`src/rtl/blake2s_block_buffer_pkg.sv`:
```
// Shared constants and bank state encoding for the BLAKE2s message block buffer.
package blake2s_block_buffer_pkg;

  localparam int unsigned BLOCK_BYTES = 64;
  localparam int unsigned WORD_W      = 32;
  localparam logic [63:0] T_INC       = 64'd64;

  typedef enum logic [1:0] {
    BANK_EMPTY   = 2'd0,
    BANK_FILLING = 2'd1,
    BANK_FULL    = 2'd2
  } bank_state_e;

endpackage

```
`src/rtl/blake2s_block_bank.sv`:
```
// One ping-pong bank: block storage with byte write port, fill state,
// first/last flags and the byte counter captured at completion.
module blake2s_block_bank #(
  parameter  int unsigned BLOCK_BYTES = blake2s_block_buffer_pkg::BLOCK_BYTES,
  localparam int unsigned IDX_W       = $clog2(BLOCK_BYTES)
) (
  input  logic                     clk,
  input  logic                     nreset,
  input  logic                     i_wr_en,
  input  logic [7:0]               i_wr_data,
  input  logic [IDX_W-1:0]         i_wr_idx,
  input  logic                     i_first,
  input  logic                     i_last,
  input  logic [63:0]              i_t,
  input  logic                     i_clr,
  output logic                     o_full,
  output logic [BLOCK_BYTES*8-1:0] o_m,
  output logic [63:0]              o_t,
  output logic                     o_first,
  output logic                     o_last
);
  import blake2s_block_buffer_pkg::*;

  bank_state_e              r_state;
  bank_state_e              w_state_nxt;
  logic [BLOCK_BYTES*8-1:0] r_m;
  logic [63:0]              r_t;
  logic                     r_first;
  logic                     r_last;
  logic                     w_complete;

  assign w_complete = i_wr_en && (i_wr_idx == IDX_W'(BLOCK_BYTES - 1));

  always_ff @(posedge clk) begin
    if (!nreset) r_state <= BANK_EMPTY;
    else         r_state <= w_state_nxt;
  end

  // Clear and write never target the same bank: a write needs a non-full bank,
  // a clear needs a full one.
  always_comb begin
    w_state_nxt = r_state;
    if (i_clr)        w_state_nxt = BANK_EMPTY;
    else if (i_wr_en) w_state_nxt = w_complete ? BANK_FULL : BANK_FILLING;
  end

  always_comb begin
    o_full = (r_state == BANK_FULL);
  end

  always_ff @(posedge clk) begin
    if (!nreset) begin
      r_first <= 1'b0;
      r_last  <= 1'b0;
      r_t     <= '0;
    end else if (i_clr) begin
      r_first <= 1'b0;
      r_last  <= 1'b0;
      r_t     <= '0;
    end else if (i_wr_en) begin
      r_first <= r_first | i_first;
      r_last  <= r_last  | i_last;
      if (w_complete) r_t <= i_t;
    end
  end

  // Storage is intentionally not reset; unwritten bytes keep prior content.
  always_ff @(posedge clk) begin
    if (i_wr_en) r_m[{i_wr_idx, 3'b000} +: 8] <= i_wr_data;
  end

  assign o_m     = r_m;
  assign o_t     = r_t;
  assign o_first = r_first;
  assign o_last  = r_last;

endmodule

```
`src/rtl/blake2s_block_buffer.sv`:
```
// Ping-pong byte-to-block buffer feeding the BLAKE2s compression core, with
// byte counter t generation and sticky overflow on dropped bytes.
module blake2s_block_buffer #(
  parameter  int unsigned BLOCK_BYTES = blake2s_block_buffer_pkg::BLOCK_BYTES,
  parameter  int unsigned WORD_W      = blake2s_block_buffer_pkg::WORD_W,
  localparam int unsigned IDX_W       = $clog2(BLOCK_BYTES),
  localparam int unsigned M_W         = (BLOCK_BYTES * 8 / WORD_W) * WORD_W
) (
  input  logic             clk,
  input  logic             nreset,
  input  logic             data_v_i,
  input  logic [7:0]       data_i,
  input  logic [IDX_W-1:0] data_idx_i,
  input  logic             block_first_i,
  input  logic             block_last_i,
  input  logic [63:0]      ll_i,
  output logic             blk_v_o,
  input  logic             blk_ready_i,
  output logic [M_W-1:0]   blk_m_o,
  output logic [63:0]      blk_t_o,
  output logic             blk_first_o,
  output logic             blk_last_o,
  output logic             overflow_o
);
  import blake2s_block_buffer_pkg::*;

  logic                     r_wr_q;
  logic                     r_rd_q;
  logic [63:0]              r_t_run;
  logic                     r_overflow;

  logic [1:0]               w_full;
  logic [1:0]               w_first;
  logic [1:0]               w_last;
  logic [BLOCK_BYTES*8-1:0] w_m [2];
  logic [63:0]              w_t [2];
  logic [1:0]               w_wr_en;
  logic [1:0]               w_clr;
  logic                     w_accept;
  logic                     w_complete;
  logic                     w_xfer;
  logic                     w_first_acc;
  logic                     w_last_acc;
  logic [63:0]              w_t_new;

  assign w_accept    = data_v_i & ~w_full[r_wr_q];
  assign w_complete  = w_accept & (data_idx_i == IDX_W'(BLOCK_BYTES - 1));
  assign w_xfer      = w_full[r_rd_q] & blk_ready_i;
  // Flags include the completing byte's own first/last marks.
  assign w_first_acc = w_first[r_wr_q] | block_first_i;
  assign w_last_acc  = w_last[r_wr_q]  | block_last_i;

  always_comb begin
    if (w_last_acc)       w_t_new = ll_i;
    else if (w_first_acc) w_t_new = T_INC;
    else                  w_t_new = r_t_run + T_INC;
  end

  always_comb begin
    w_wr_en         = '0;
    w_wr_en[r_wr_q] = w_accept;
    w_clr           = '0;
    w_clr[r_rd_q]   = w_xfer;
  end

  blake2s_block_bank #(.BLOCK_BYTES(BLOCK_BYTES)) u_bank0 (
    .clk       (clk),
    .nreset    (nreset),
    .i_wr_en   (w_wr_en[0]),
    .i_wr_data (data_i),
    .i_wr_idx  (data_idx_i),
    .i_first   (block_first_i),
    .i_last    (block_last_i),
    .i_t       (w_t_new),
    .i_clr     (w_clr[0]),
    .o_full    (w_full[0]),
    .o_m       (w_m[0]),
    .o_t       (w_t[0]),
    .o_first   (w_first[0]),
    .o_last    (w_last[0])
  );

  blake2s_block_bank #(.BLOCK_BYTES(BLOCK_BYTES)) u_bank1 (
    .clk       (clk),
    .nreset    (nreset),
    .i_wr_en   (w_wr_en[1]),
    .i_wr_data (data_i),
    .i_wr_idx  (data_idx_i),
    .i_first   (block_first_i),
    .i_last    (block_last_i),
    .i_t       (w_t_new),
    .i_clr     (w_clr[1]),
    .o_full    (w_full[1]),
    .o_m       (w_m[1]),
    .o_t       (w_t[1]),
    .o_first   (w_first[1]),
    .o_last    (w_last[1])
  );

  always_ff @(posedge clk) begin
    if (!nreset) begin
      r_wr_q     <= 1'b0;
      r_rd_q     <= 1'b0;
      r_t_run    <= '0;
      r_overflow <= 1'b0;
    end else begin
      if (w_complete) begin
        r_wr_q  <= ~r_wr_q;
        r_t_run <= w_last_acc ? '0 : w_t_new;
      end
      if (w_xfer)                       r_rd_q     <= ~r_rd_q;
      if (data_v_i && w_full[r_wr_q])   r_overflow <= 1'b1;
    end
  end

  assign blk_v_o     = w_full[r_rd_q];
  assign blk_m_o     = w_m[r_rd_q];
  assign blk_t_o     = w_t[r_rd_q];
  assign blk_first_o = w_first[r_rd_q];
  assign blk_last_o  = w_last[r_rd_q];
  assign overflow_o  = r_overflow;

endmodule

```
`config.mk`:
```
export PLATFORM = sky130hd
export DESIGN_NAME = blake2s_block_buffer
export DESIGN_NICKNAME = d
export VERILOG_FILES = /design/src/rtl/blake2s_block_buffer_pkg.sv /design/src/rtl/blake2s_block_bank.sv /design/src/rtl/blake2s_block_buffer.sv
export SDC_FILE = /design/constraint.sdc
export NUM_CORES = 2
export LEC_CHECK = 0
export CAP_MARGIN = 20
export CORE_MARGIN = 8
export CORE_UTILIZATION = 30
export DETAILED_ROUTE_END_ITERATION = 16
export SYNTH_ARGS = -nofsm -noshare
export SYNTH_HDL_FRONTEND = slang
export SYNTH_SLANG_ARGS = --single-unit
```
`constraint.sdc`:
```
create_clock -name clk -period 4.8 [get_ports clk]
set_input_delay 0.96 -clock clk [delete_from_list [all_inputs] [get_ports clk]]
set_output_delay 0.96 -clock clk [all_outputs]
set_load 0.05 [all_outputs]
```
==> results by group <==
Placed design
  – Pre-CTS setup slack: 0.357 ns
  – Placed cell area: slightly above 0.06 mm2
  – PortBufs: 663
  – Routability cong.: between 0.8 and 0.9
  – Final HPWL DP: 126000 um
  – Cells after DPL: ~6500

Power and ir drop
  – LEAKAGE: 23.1 nW
  – Flop pwr share: 51.2%
  – Clock group share of total power: approximately 45%
  – Total chip power: about 22 mW
  – Pint: 17.4 mW
  – Sw Ratio: 22.1%
  – Logic pwr share: about 3.8%
  – Net Sw Power: 4.92 mW
  – Pwr Density: 339 mW/mm2
  – VDD IR max: 0.315 mV

Logic synthesis
  – Ys Warns: 0
  – Cell variety after synth: 57
  – Syn Std Cell Area: 0.0514 mm2
  – Syn_nets: 3816
  – Cell accounting for the most synthesized area: edfxtp_1
  – Seq/Total Area, Yosys: 67.7%
  – Flops & latches, synth: 1227
  – Syn_area_per_cell: 13.8 um2
  – Share of the synthesized area in the top cell type: 59.8%
  – Number of synthesized flops with an enable pin: 1024
  – Synth async-reset ratio: 0%
  – Top_reg_cell synth: edfxtp_1
  – Synth top area cells: edfxtp_1 60%, mux2_2 13%, dfxtp_1 7.9%
  – Post-synthesis cell count: 3728

Drt
  – Avg WL per Cell: ~26 um
  – DRT Pass-1 Iters: 6
  – Drt via density: 5.05
  – Iteration-0 DRC Markers: 2838
  – Final wirelength: 176000 um
  – Via count: roughly 34000
  – DRC: 0
  – Routed Antenna Nets: 0

Die
  – Die area: 0.185 mm2
  – Die Y: 430 um
  – Initial Util: between 30% and 40%
  – Row cnt: 152
  – Core area: 0.171 mm2
  – Die span in x: 430 um
  – # IOs: 664

Clock tree
  – Clk buf depth: 3
  – Clk_lat worst skew: about 0.78 ns
  – H-Tree Level Count: 4
  – CTS tree: done
  – Clock Pin Slew Worst Setup and Hold Paths: 0.06 ns
  – Setup Fix Bufs, Post-CTS: 0
  – Total CTS buffers: 137
  – Hold buffers post-CTS: 0
  – Clk root buf: clkbuf_16
  – # clock sinks: 1227
  – CTS resizes: 0

Timing
  – Fmax: 237 MHz
  – Final period util: 88.0%
  – Final setup fails: 0
  – Hold Slack: 0.450 ns
  – Setup Skew: 0.0374 ns
  – Final Max Slew Viols: 0
  – Max-slew headroom: 23.7%
  – Setup ws final: 0.575 ns
  – Post-route minimum period: approximately 4.2 ns
  – Fin Setup TNS: 0 ns
  – Worst-Margin Slew: between 1 and 1.5 ns
  – Final Hold Fails: 0
  – RSZ-0062 raised after global routing: no

Setup path
  – Worst setup SP type: flip-flop
  – WP data arrival: approximately 3.3 ns
  – Critical path endpoint category: output pin
  – CP max FO: 104
  – CP required: about 3.8 ns
  – Worst Setup Path Type: flip-flop to output pin

Cells and area
  – Most common cell after layout, fill and taps aside: edfxtp_1
  – Final Util: between 30% and 40%
  – Synth-to-layout area growth: 27.9%
  – Filler instances: 15900
  – Final nets: 4512
  – Post-route cell area: 0.0658 mm2
  – Share of cells above drive strength 1: between 20 and 25%
  – Commonest non-fill, non-tap cells in the layout: 1024 x edfxtp_1, 653 x clkdlybuf4s50_1, 579 x mux2_2, 407 x nor2_1, 248 x and3_1
  – Fin cells: 6770

Global routing
  – Largest net degree at the start of global routing: between 100 and 150
  – Vias in the first global route: 34400
  – Initial antenna violation count: 17
  – Global-route wire length before repair: 248000 um
  – Total track usage: 18.2%
  – Grt ovf: 0

Flow run
  – Max-Cap Viols: 0

Outcome
  – Outcome: completed

Hold path
  – Hold WC Path Type: flip-flop to flip-flop
[routing by layer]
layer  vias up  wire length [um]  global-route usage (%)
met3       314              9780                    3.56
met4         4             11500                    10.5
met2      1193             89100                    32.0
met1     17200             66000                    20.6
met5         -                35                       0
li1      15400                 -                       -
[power by group through the flow]
stage	clock network, mW	registers [mW]	logic [mW]
floorplan	0	11.6	0.386
global placement	0	11.6	0.845
detailed placement	0	11.6	0.849
CTS	10.3	11.4	0.851
global route	10.6	11.4	0.890
finish	10.0	11.4	0.845
[synthesized netlist by cell type (5+ instances only)]
cell,number
nand2_1,160
a21oi_1,32
o21a_1,15
xnor2_1,28
inv_1,8
and4_1,8
or4_1,8
a22o_1,42
nor2b_1,16
a31oi_1,15
nor3_1,38
or2_2,6
nor3b_1,9
nand4_1,66
nand4b_1,5
buf_2,10
a21boi_0,23
buf_1,19
clkbuf_1,282
and2_1,45
mux2_2,579
nand3_1,87
dfxtp_1,203
mux2i_1,7
o21ai_0,145
edfxtp_1,1024
nor2_1,415
and3_1,249
nor4_1,20
or3_1,24
a32oi_1,52
a22oi_1,14
xor2_1,27
[cells by family after synthesis]
kind of cell	share of synthesized area [%]
compound gates	4.66
buf+inv	2.36
flops	67.7
fa+ha+maj	0.0974
mux	12.8
xor+xnor	0.937
simple gates	11.4
[state kept, by name (all words and copies together), names as in the netlist, 2 cells and up]
name	flops
u_bank0.r_state	2
u_bank0.o_m	512
u_bank1.o_m	512
u_bank0.o_t	64
r_t_run	64
u_bank1.r_state	2
u_bank1.o_t	64
[path summary, 6_finish.rpt]
| kind | endpoint | slack (ns) | start | cells past startpoint |
|---|---|---|---|---|
| max | blk_m_o[65] | 0.57 | r_rd_q$_SDFFE_PN0P_ | 3 |
| min | u_bank1.o_t[1]$_SDFFE_PP0P_ | 0.45 | u_bank1.o_t[1]$_SDFFE_PP0P_ | 2 |
| max reg2reg | u_bank0.o_t[42]$_SDFFE_PP0P_ | 1.37 | r_t_run[11]$_SDFFE_PN0P_ | 6 |
| min reg2reg | u_bank1.o_t[1]$_SDFFE_PP0P_ | 0.45 | u_bank1.o_t[1]$_SDFFE_PP0P_ | 2 |
[worst max-delay path: stages (launching register included)]
cell             delay [ns]
dfxtp_4                0.60
buf_12                 0.46
mux2_2                 0.29
clkdlybuf4s50_1        0.99
[area by class of cell]
| cell class | count | area, um2 | share of cell area [%] |
|---|---|---|---|
| Antenna cell | 11 | 27.5 | 0.0419 |
| Clock buffer | 173 | 3600 | 5.48 |
| Clock inverter | 68 | 639 | 0.972 |
| Inverter | 8 | 30.0 | 0.0457 |
| Multi-Input combinational cell | 2181 | 15500 | 23.6 |
| Sequential cell | 1227 | 34800 | 52.9 |
| Tap cell | 2233 | 2790 | 4.25 |
| Timing Repair Buffer | 869 | 8340 | 12.7 |
Power figures use the tool's default switching activity.
